--- config.mk ---
export PLATFORM = sky130hd
export DESIGN_NAME = nmea_sentence_ctrl
export DESIGN_NICKNAME = d
export VERILOG_FILES = /design/src/rtl/nmea_pkg.sv /design/src/rtl/nmea_field_buf.sv /design/src/rtl/nmea_sentence_ctrl.sv
export SDC_FILE = /design/constraint.sdc
export NUM_CORES = 1
export LEC_CHECK = 0
export BUFFER_PORTS_ARGS = -buffer_cell sky130_fd_sc_hd__buf_4
export CELL_PAD_IN_SITES_DETAIL_PLACEMENT = 0
export CELL_PAD_IN_SITES_GLOBAL_PLACEMENT = 1
export CORE_MARGIN = 1
export CORE_UTILIZATION = 30
export DETAILED_ROUTE_END_ITERATION = 16
export HOLD_SLACK_MARGIN = 0.03
export PLACE_DENSITY_LB_ADDON = 0.1
export SLEW_MARGIN = 20
export SYNTH_ARGS = -nofsm -noshare
export SYNTH_HDL_FRONTEND = slang
export SYNTH_SLANG_ARGS = --single-unit
--- constraint.sdc ---
create_clock -name clk -period 4 [get_ports clk]
set_input_delay 0.6 -clock clk [delete_from_list [all_inputs] [get_ports clk]]
set_output_delay 0.6 -clock clk [all_outputs]
set_load 0.01 [all_outputs]
--- src/rtl/nmea_pkg.sv ---
// Shared types and helpers for the NMEA sentence controller.
// ACCEPT_LOWER_HEX_EN: when defined, 'a'-'f' are also accepted as checksum digits.
package nmea_pkg;

  typedef enum logic [2:0] {
    S_IDLE,
    S_HDR,
    S_SKIP,
    S_CAP,
    S_TAIL,
    S_CSH,
    S_CSL
  } nmea_state_e;

  localparam logic [7:0] DOLLAR = 8'h24;
  localparam logic [7:0] COMMA  = 8'h2C;
  localparam logic [7:0] STAR   = 8'h2A;

  typedef struct packed {
    logic       vld;
    logic [3:0] nib;
  } hex_t;

  // 'A'/'a' have low nibble 1, so +9 maps them onto 10.
  function automatic hex_t hex_decode(input logic [7:0] c);
    hex_t h;
    h.vld = 1'b0;
    h.nib = 4'h0;
    if (c >= 8'h30 && c <= 8'h39) begin
      h.vld = 1'b1;
      h.nib = c[3:0];
    end else if (c >= 8'h41 && c <= 8'h46) begin
      h.vld = 1'b1;
      h.nib = c[3:0] + 4'd9;
    end
`ifdef ACCEPT_LOWER_HEX_EN
    else if (c >= 8'h61 && c <= 8'h66) begin
      h.vld = 1'b1;
      h.nib = c[3:0] + 4'd9;
    end
`endif
    return h;
  endfunction

endpackage

--- src/rtl/nmea_field_buf.sv ---
// One-byte pending register for the captured field: delays each byte until the
// next one (or the terminator) shows whether it is the last, and saturates the length.
module nmea_field_buf #(
  parameter int MAX_FIELD_LEN = 16
) (
  input  logic       clk,
  input  logic       rst,
  input  logic       clr,
  input  logic       push,
  input  logic       term,
  input  logic [7:0] din,
  output logic [7:0] field_data,
  output logic       field_valid,
  output logic       field_last,
  output logic       field_trunc
);

  localparam int CW = $clog2(MAX_FIELD_LEN + 1);

  logic [7:0]    pend;
  logic          pend_vld;
  logic [CW-1:0] cnt;
  logic          room;

  assign room = cnt < CW'(MAX_FIELD_LEN);

  always_ff @(posedge clk) begin
    if (rst) begin
      pend        <= '0;
      pend_vld    <= 1'b0;
      cnt         <= '0;
      field_data  <= '0;
      field_valid <= 1'b0;
      field_last  <= 1'b0;
      field_trunc <= 1'b0;
    end else begin
      field_valid <= 1'b0;
      field_last  <= 1'b0;
      if (clr) begin
        pend_vld    <= 1'b0;
        cnt         <= '0;
        field_trunc <= 1'b0;
      end else if (push) begin
        if (pend_vld) begin
          if (room) begin
            field_data  <= pend;
            field_valid <= 1'b1;
            cnt         <= cnt + CW'(1);
          end else begin
            field_trunc <= 1'b1;
          end
        end
        pend     <= din;
        pend_vld <= 1'b1;
      end else if (term) begin
        // A pending byte past the limit is dropped, so the field ends without last.
        if (pend_vld) begin
          if (room) begin
            field_data  <= pend;
            field_valid <= 1'b1;
            field_last  <= 1'b1;
          end else begin
            field_trunc <= 1'b1;
          end
        end
        pend_vld <= 1'b0;
        cnt      <= '0;
      end
    end
  end

endmodule

--- src/rtl/nmea_sentence_ctrl.sv ---
// NMEA-0183 sentence sequencer: header match, field capture, XOR checksum check.
// ACCEPT_LOWER_HEX_EN (see nmea_pkg) widens the accepted checksum digits.
module nmea_sentence_ctrl
  import nmea_pkg::*;
#(
  parameter int                    HEADER_LEN    = 5,
  parameter logic [8*HEADER_LEN-1:0] HEADER      = "GPGGA",
  parameter int                    MAX_FIELD_LEN = 16,
  parameter int                    FSEL_W        = 5
) (
  input  logic              clk,
  input  logic              rst,
  input  logic [7:0]        din,
  input  logic              din_valid,
  input  logic [FSEL_W-1:0] field_sel,
  output logic [7:0]        field_data,
  output logic              field_valid,
  output logic              field_last,
  output logic              field_trunc,
  output logic              sentence_done,
  output logic              checksum_ok,
  output logic              frame_err,
  output logic              busy
);

  localparam int IW = $clog2(HEADER_LEN + 1);

  nmea_state_e       state;
  logic [7:0]        acc;
  logic [FSEL_W-1:0] sel_q;
  logic [FSEL_W-1:0] field_cnt;
  logic [FSEL_W-1:0] fnext;
  logic [IW-1:0]     hdr_idx;
  logic [3:0]        ck_hi;
  logic [7:0]        hdr_ch;
  hex_t              hx;
  logic              is_dollar, is_comma, is_star;
  logic              buf_clr, buf_push, buf_term;

  assign is_dollar = din == DOLLAR;
  assign is_comma  = din == COMMA;
  assign is_star   = din == STAR;
  assign hx        = hex_decode(din);
  assign busy      = state != S_IDLE;
  // Saturate so a long sentence cannot wrap back onto the selected index.
  assign fnext     = (&field_cnt) ? field_cnt : field_cnt + FSEL_W'(1);

  always_comb begin
    hdr_ch = '0;
    for (int i = 0; i < HEADER_LEN; i++)
      if (hdr_idx == IW'(i)) hdr_ch = HEADER[8*(HEADER_LEN-1-i) +: 8];
  end

  assign buf_clr  = din_valid && is_dollar;
  assign buf_push = din_valid && state == S_CAP && !is_dollar && !is_comma && !is_star;
  assign buf_term = din_valid && state == S_CAP && (is_comma || is_star);

  always_ff @(posedge clk) begin
    if (rst) begin
      state         <= S_IDLE;
      acc           <= '0;
      sel_q         <= '0;
      field_cnt     <= '0;
      hdr_idx       <= '0;
      ck_hi         <= '0;
      sentence_done <= 1'b0;
      checksum_ok   <= 1'b0;
      frame_err     <= 1'b0;
    end else begin
      sentence_done <= 1'b0;
      frame_err     <= 1'b0;
      if (din_valid) begin
        if (is_dollar) begin
          // '$' always (re)starts a sentence; mid-sentence it is also an abort.
          if (state != S_IDLE) frame_err <= 1'b1;
          state   <= S_HDR;
          acc     <= '0;
          sel_q   <= field_sel;
          hdr_idx <= '0;
        end else begin
          case (state)
            S_HDR: begin
              acc <= acc ^ din;
              if (hdr_idx == IW'(HEADER_LEN)) begin
                if (is_comma) begin
                  field_cnt <= FSEL_W'(1);
                  state     <= (sel_q == FSEL_W'(1)) ? S_CAP : S_SKIP;
                end else begin
                  state <= S_IDLE;
                end
              end else if (din == hdr_ch) begin
                hdr_idx <= hdr_idx + IW'(1);
              end else begin
                state <= S_IDLE;
              end
            end
            S_SKIP: begin
              if (is_star) begin
                state <= S_CSH;
              end else begin
                acc <= acc ^ din;
                if (is_comma) begin
                  field_cnt <= fnext;
                  if (fnext == sel_q) state <= S_CAP;
                end
              end
            end
            S_CAP: begin
              if (is_star) begin
                state <= S_CSH;
              end else begin
                acc <= acc ^ din;
                if (is_comma) state <= S_TAIL;
              end
            end
            S_TAIL: begin
              if (is_star) state <= S_CSH;
              else         acc   <= acc ^ din;
            end
            S_CSH: begin
              if (hx.vld) begin
                ck_hi <= hx.nib;
                state <= S_CSL;
              end else begin
                frame_err <= 1'b1;
                state     <= S_IDLE;
              end
            end
            S_CSL: begin
              if (hx.vld) begin
                sentence_done <= 1'b1;
                checksum_ok   <= {ck_hi, hx.nib} == acc;
              end else begin
                frame_err <= 1'b1;
              end
              state <= S_IDLE;
            end
            default: ;
          endcase
        end
      end
    end
  end

  nmea_field_buf #(
    .MAX_FIELD_LEN(MAX_FIELD_LEN)
  ) u_buf (
    .clk        (clk),
    .rst        (rst),
    .clr        (buf_clr),
    .push       (buf_push),
    .term       (buf_term),
    .din        (din),
    .field_data (field_data),
    .field_valid(field_valid),
    .field_last (field_last),
    .field_trunc(field_trunc)
  );

endmodule

==> reports/metrics.csv, run 1 <==
metric,value,unit
status,completed,
clk_pin_slew,110,ps
setup_viol,0,
worstPathMaxFanout,8,
route.detailed.drc,0,
synthTopCellsByCount,"56 x dfxtp_1, 48 x nor2_1, 24 x nand3_1",
p_per_area,262,mW/mm^2
ys_types,58,
seq_area_frac_synth,35.4,%
required,4210,ps
leakage,1.42,nW
r2r-start,hdr_idx[2],
multi_input_area,0.00193,sq mm
netSwitchingPower,0.000233,W
yosysTopAreaCell,dfxtp_1,
wl_per_cell,15.1,um
fillCellCount,1124,
slew_violations,0,
htree_levels,2,
final_area,0.00358,sq mm
setup_ws,1280,ps
cts_setup_buffers,0,
antenna_found_initial,0,
maxCapViolations,0,
holdBufCountCts,0,
clockPowerShare,34.3,%
ys_seq_elements,56,
async_reset_ff_share,0,%
end_kind,flip-flop,
worstHoldStart,ck_hi[3],
die_y,105,um
path_depth,8,
period_share,68.0,%
hold_viol,0,
synth_fp_nets,396,
worstPathCellList,"inv_1, ha_1, or2_2, o221ai_1, mux2i_1, nor4_1, or4_4, mux2_4",
path_buf_inv,1,
cts_buffer_depth,2,
r2r_cells,8,
max_stage_delay,550,ps
place_area,0.00349,sq mm
min_path_cells,2,
clk_latency,310,ps
path_delay_family,simple AND/OR/NAND/NOR gates,
fmax,368,MHz
grt_overflow,0,
synth.area.top_cells,"dfxtp_1 35%, mux2i_1 7.3%, nor2_1 5.7%",
syn_to_final_growth,12.8,%
finalNetCount,414,
yosys.cell_count.top_type,dfxtp_1,
track_usage,14.9,%
firstDrtPassIters,4,
syn_inst,369,
worstMarginPinSlew,680,ps
vias_per_cell,5.11,
yosys_most_used_dff,dfxtp_1,
maxSlewHeadroom,54.4,%
avgSynthCellArea,8.59,sq um
worstSetupPathType,flip-flop to flip-flop,
antenna_cells,0,
p_int,0.000703,W
drive_above_1_share,14.2,%
startpoint_type,flip-flop,
hpwl,5800,um
ctsResizeCount,0,
synth_area,0.00317,sq mm
slowest_stage,nor4_1,
initial_core_util,30.8,%
dp_worst_setup_slack,1090,ps
dieArea,0.0110,sq mm
drt_wl_total,7930,um
ff_latch_area,0.00112,sq mm
cts_tree,built,
fin_crit,2720,ps
grt_pass1_vias,2591,
place.gp.congestion,0.772,
skew,8.93,ps
die_w,105,um
r2r_slack,1280,ps
rows,37,
setup_tns,0,ps
vias,2680,
io_pins,31,
grt_pass1_wl,13200,um
rsz0062_at_grt,no,
clock_sinks,56,
numCtsBuffers,5,
critPathLaunch,hdr_idx[2],
synth_top_area_share,35.4,%
synth_edf_count,0,
ir_worst_vdd,0.000127,V
switching_share,24.9,%
root_buffer,clkbuf_8,
hold_class,flip-flop to flip-flop,
grt_max_degree,45,
power_frac_comb,6.1,%
crit_arrival,2930,ps
synth-warning-count,0,
io_buffers,30,
seqPwrFrac,59.6,%
coreArea,0.0103,sq mm
drtAntennaViolNets,0,
drt_iter0_markers,93,
-- layer usage --
metal	GRT usage (%)	routed length [um]
met5	0	0
met4	3.72	100
met3	2.56	262
met2	24.9	3690
met1	19.8	3870
-- worst register-to-register path, delay by kind of cell (launching register included) --
kind / cells / cell delay, ps
fa+ha+maj: 1 / 260
simple gates: 3 / 1130
flops: 1 / 470
mux: 2 / 440
buf+inv: 1 / 100
compound gates: 1 / 240
-- area by class of cell --
type	instances	area share, %
Multi-Input combinational cell	285	54.1
Sequential cell	56	31.4
Timing Repair Buffer	31	6.51
Tap cell	136	4.76
Clock buffer	6	2.03
Inverter	8	0.840
Clock inverter	2	0.455
-- sequential cells by signal (all words and copies together), names as in the netlist --
| register | flops |
|---|---|
| u_buf.pend | 8 |
| checksum_ok | 1 |
| u_buf.field_valid | 1 |
| u_buf.field_data | 8 |
| frame_err | 1 |
| acc | 8 |
| state | 3 |
| sentence_done | 1 |
| sel_q | 5 |
| u_buf.field_trunc | 1 |
| field_cnt | 5 |
| u_buf.field_last | 1 |
| ck_hi | 4 |
| u_buf.pend_vld | 1 |
| u_buf.cnt | 5 |
| hdr_idx | 3 |
-- placed cells by master (no fill, tap or decap), drive strengths merged, types with 4 or more instances in the layout --
cell type  Yosys  layout
o21ai          5       5
clkbuf        15       6
or3            5       5
mux2i         23      23
nor2b         11      11
nor3b          5       5
xor2          15      15
buf            5      31
a21oi         18      18
a22o           4       4
ha            11      11
dfxtp         56      56
xnor2          9       9
nand3         24      24
inv            8       8
nand2         23      23
a31oi          4       4
and3           5       5
nor3           6       6
mux2           5       5
or2            4       4
nor2          48      48
nand2b         8       8
nor4           6       6
nand4          5       5
-- metrics by stage --
step / utilization (%) / total power, W / hold slack, ps / instances
after floorplan: - / 0.000602 / 444 / 369
after global placement: 33.9 / 0.000629 / 469 / 516
after detailed placement: 33.9 / 0.000629 / 473 / 516
after CTS: 34.8 / 0.000954 / 490 / 524
after global routing: 34.8 / 0.000982 / 513 / 524
final: 34.8 / 0.000936 / 489 / 524
-- final timing paths --
kind         endpoint
max          state[0]
max reg2reg  state[0]
min reg2reg  ck_hi[3]
min          ck_hi[3]
-- kinds of logic (layout without fill, tap and decap cells) --
| group | count (synthesis) | count (layout) | share of synthesized area [%] |
|---|---|---|---|
| and+or+nand+nor | 165 | 165 | 28.1 |
| AOI/OAI and AO/OA | 57 | 57 | 12.5 |
| DFF | 56 | 56 | 35.4 |
| muxes | 28 | 28 | 9.28 |
| buffers and inverters | 28 | 47 | 3.79 |
| xor gates and xnor gates | 24 | 24 | 6.63 |
| adders and majority gates | 11 | 11 | 4.34 |
-- power by group through the flow --
| stage | registers [W] | logic, W | clock network [W] |
|---|---|---|---|
| after floorplan | 0.000570 | 0.0000321 | 0 |
| after global placement | 0.000570 | 0.0000585 | 0 |
| after detailed placement | 0.000570 | 0.0000582 | 0 |
| after CTS | 0.000558 | 0.0000583 | 0.000338 |
| after global routing | 0.000558 | 0.0000631 | 0.000361 |
| final | 0.000557 | 0.0000575 | 0.000321 |
Note: power is estimated with default switching activity, not from simulation.
==> inputs of run 2 (changes only) <==
Clock period 4 ns to 2.2 ns, I/O delays scaled along.
==> reports/metrics.csv, run 2 (synthesis results as in run 1) <==
metric,value,unit
end_kind,flip-flop,
coreArea,0.0103,sq mm
root_buffer,clkbuf_8,
crit_arrival,2570,ps
cts_buffer_depth,2,
dp.cells,569,
wl_per_cell,14.5,um
fillCellCount,1079,
setup_ws,-157,ps
drive_above_1_share,27.7,%
required,2410,ps
maxCapViolations,0,
maxSlewHeadroom,67.9,%
clock_sinks,56,
slew_violations,0,
status,finished with violations,
startpoint_type,flip-flop,
worstSetupPathType,flip-flop to flip-flop,
vias,2828,
holdBufCountCts,0,
setup_viol,3,
p_per_area,420,mW/mm^2
grt_pass1_vias,2826,
fin_crit,2360,ps
critPathLaunch,hdr_idx[1],
worstHoldStart,field_sel[4],
io_buffers,30,
violations,negative setup slack,
clk_latency,310,ps
rows,37,
r2r-start,hdr_idx[1],
layout_common_cells,"85 x buf_4, 53 x dfxtp_1, 48 x nor2_1",
drtAntennaViolNets,0,
track_usage,15.9,%
grt_pass1_wl,14100,um
fmax,424,MHz
layout_commonest_cell,buf_4,
vias_per_cell,4.90,
numCtsBuffers,5,
drt_iter0_markers,87,
io_pins,31,
ir_worst_vdd,0.000220,V
hpwl,6420,um
hold_ws,259,ps
finalNetCount,468,
dieArea,0.0110,sq mm
place_area,0.00393,sq mm
initial_core_util,30.8,%
grt_overflow,0,
rsz0062_at_grt,yes,
die_w,105,um
final_area,0.00406,sq mm
antenna_found_initial,0,
grt_max_degree,25,
drt_wl_total,8350,um
worstPathMaxFanout,5,
fin_util,39.5,%
period_share,107,%
htree_levels,2,
syn_to_final_growth,28.0,%
worstMarginPinSlew,481,ps
firstDrtPassIters,4,
route.detailed.drc,0,
largestRegisters,"acc: 8 flops, u_buf.field_data: 8 flops, u_buf.pend: 8 flops",
hold_viol,0,
skew,6.38,ps
hold_class,input port to flip-flop,
antenna_cells,0,
cts_tree,built,
fin_cells,577,
leakage,1.71,nW
clk_pin_slew,100,ps
die_y,105,um
place.gp.congestion,0.810,
setup_tns,-423,ps
==> run 2: area by class of cell <==
type                       count  area, sq um  area share, %
multi-input combinational    285         2010           49.5
sequential                    56         1130           27.8
timing repair buffer          85          638           15.7
tap                          136          170           4.19
clock buffer                   5         68.8           1.70
inverter                       8         30.0          0.740
clock inverter                 2         11.3          0.278
==> run 2: stage by stage <==
stage / total power, W / setup WS (ps)
floorplan: 0.00109 / -130
global placement: 0.00117 / -183
detailed placement: 0.00117 / -249
CTS: 0.00174 / -163
global route: 0.00178 / -203
finish: 0.00171 / -157
==> run 2: routing by layer <==
metal | up-vias | share of wire [%] | global-route usage [%]
met5 | - | 0 | 0
li1 | 1453 | - | -
met4 | 0 | 0.93 | 4.12
met3 | 8 | 2.9 | 2.37
met1 | 1325 | 49 | 21.6
met2 | 42 | 47 | 26.1
==> run 2: path summary, 6_finish.rpt <==
kind,endpoint,slack (ps),cells after the start
worst max-delay path,state[1],-160,8
worst min-delay path,sel_q[4],260,3
worst min register to register,ck_hi[3],480,2
worst max register to register,state[1],-160,8
==> run 2: what timing repair did <==
| item | CTS | global route |
|---|---|---|
| setup buffers | 1 | 0 |
| resized for setup | 3 | 5 |
| pin swaps | 3 | 0 |
| endpoints found under the setup margin | 3 | 5 |
==> run 2: power breakdown <==
group	internal (W)	total, W	switching [W]
Clock	0.000218	0.000560	0.000342
Combinational	0.0000600	0.000134	0.0000743
Sequential	0.00101	0.00101	0.000000305
==> run 2: critical path: stages, from the launching register on <==
cell	delay (ps)
dfxtp_4	380
ha_4	160
ha_4	160
or2_4	230
o221ai_4	150
mux2i_1	270
nor4_2	90
or4_4	520
mux2_4	310
==> inputs of run 3 (changes only) <==
Settings changed: SETUP_SLACK_MARGIN set to 0.5.
==> reports/metrics.csv, run 3 (synthesis results as in run 1) <==
metric,value,unit
rows,37,
drt_iter0_markers,88,
slew_violations,0,
fin_crit,2360,ps
grt_overflow,0,
fin_cells,590,
die_y,105,um
drt_wl_total,8700,um
route.detailed.drc,0,
crit_arrival,2570,ps
cts_tree,built,
antenna_found_initial,0,
antenna_cells,0,
path_buf_inv,0,
dp.cells,572,
holdBufCountCts,0,
setup_viol,3,
skew,7.46,ps
fmax,424,MHz
die_w,105,um
rsz0062_at_grt,yes,
setup_ws,-160,ps
status,finished with violations,
startpoint_type,flip-flop,
hold_viol,0,
cts_buffer_depth,2,
io_pins,31,
r2r_cells,8,
drtAntennaViolNets,0,
path_delay_family,simple AND/OR/NAND/NOR gates,
hpwl,6450,um
coreArea,0.0103,sq mm
leakage,1.83,nW
fin_util,43.7,%
worstPathCellList,"ha_4, ha_4, or2_4, o221ai_4, mux2i_2, nor4_2, or4_4, mux2_4",
r2r_end,state[1],
dieArea,0.0110,sq mm
worstHoldEndpoint,sel_q[3],
io_buffers,30,
clk_latency,320,ps
clk_pin_slew,110,ps
htree_levels,2,
layout_commonest_cell,buf_4,
largestRegisters,"acc: 8 flops, u_buf.field_data: 8 flops, u_buf.pend: 8 flops",
slowest_stage,or4_4,
min_path_cells,3,
numCtsBuffers,5,
syn_to_final_growth,41.8,%
grt_max_degree,24,
worstHoldStart,field_sel[3],
maxSlewHeadroom,74.4,%
initial_core_util,30.8,%
wl_per_cell,14.7,um
clock_sinks,56,
worstSetupPathType,flip-flop to flip-flop,
finalNetCount,481,
firstDrtPassIters,4,
crit_top_cell,ha_4,
hold_ws,253,ps
worstMarginPinSlew,378,ps
track_usage,16.7,%
place.gp.congestion,0.771,
root_buffer,clkbuf_8,
maxCapViolations,0,
max_stage_delay,520,ps
ir_worst_vdd,0.000303,V
drive_above_1_share,37.7,%
worstPathMaxFanout,5,
end_kind,flip-flop,
grt_pass1_wl,14700,um
layout_common_cells,"83 x buf_4, 53 x dfxtp_1, 42 x nor2_1",
fillCellCount,1077,
required,2410,ps
r2r_slack,-160,ps
p_per_area,389,mW/mm^2
period_share,107,%
vias_per_cell,4.92,
hold_class,input port to flip-flop,
vias,2905,
violations,negative setup slack,
grt_pass1_vias,2913,
r2r-start,hdr_idx[1],
[run 3: changes by cell type in the layout (fill, tap and decap cells not counted), moves of 3 or more]
cell | before | now
a21oi_1 | 18 | 15
a21oi_2 | 0 | 3
buf_6 | 0 | 11
ha_1 | 8 | 4
ha_4 | 2 | 6
nor2_1 | 48 | 42
nor2_2 | 0 | 5
[run 3: worst max-delay path by stage]
stage	start	end	slack, ps	depth (start not counted)
after floorplan	hdr_idx[1]	state[0]	-120	8
after global placement	hdr_idx[0]	state[0]	-180	8
after detailed placement	hdr_idx[0]	state[1]	-250	8
after CTS	hdr_idx[1]	state[1]	-170	8
after global routing	hdr_idx[1]	state[1]	-240	8
final	hdr_idx[1]	state[1]	-160	8
[run 3: area by class of cell]
type | count | area (sq um) | share of cell area, %
repair buffers | 98 | 817 | 18.2
flip-flops and latches | 56 | 1130 | 25.1
well taps | 136 | 170 | 3.79
clock buffers | 5 | 68.8 | 1.53
clock inverters | 2 | 12.5 | 0.278
inverters | 8 | 35.0 | 0.780
multi-input cells | 285 | 2260 | 50.3
[run 3: layer usage]
metal  GRT usage (%)  part of all wire (%)  vias to the layer above  routed length (um)
li1                -                     -                     1482                   -
met1            21.8                    48                     1379                4160
met2            29.1                    49                       36                4280
met3            2.12                   1.9                        8                 169
met4            4.23                  0.97                        0                  84
met5               0                     0                        -                   0
[run 3: worst min-delay path, stage by stage]
cell and delay, ps:
buf_4 110, nand2_1 50, a21oi_1 50
[run 3: power by group]
group          leakage (nW)  switching, W  total (W)  internal (W)
clock network        0.0400      0.000350   0.000567      0.000217
registers             0.453   0.000000306    0.00101       0.00101
logic                  1.33     0.0000933   0.000172     0.0000783
[run 3: metrics by stage]
step                      TNS [ps]  setup WS (ps)  total power (W)  cell area (sq um)
after global placement        -479           -176          0.00118               4050
after global routing          -661           -238          0.00182               4490
after CTS                     -456           -169          0.00177               4300
final                         -430           -160          0.00175               4490
after floorplan               -247           -123          0.00111               3330
after detailed placement      -710           -254          0.00118               4050
[run 3: what timing repair did]
action / CTS / global route
gates resized for setup: 24 / 34
endpoints found under the setup margin: 41 / 49
buffers inserted: 6 / 5
pin swaps: 10 / 13
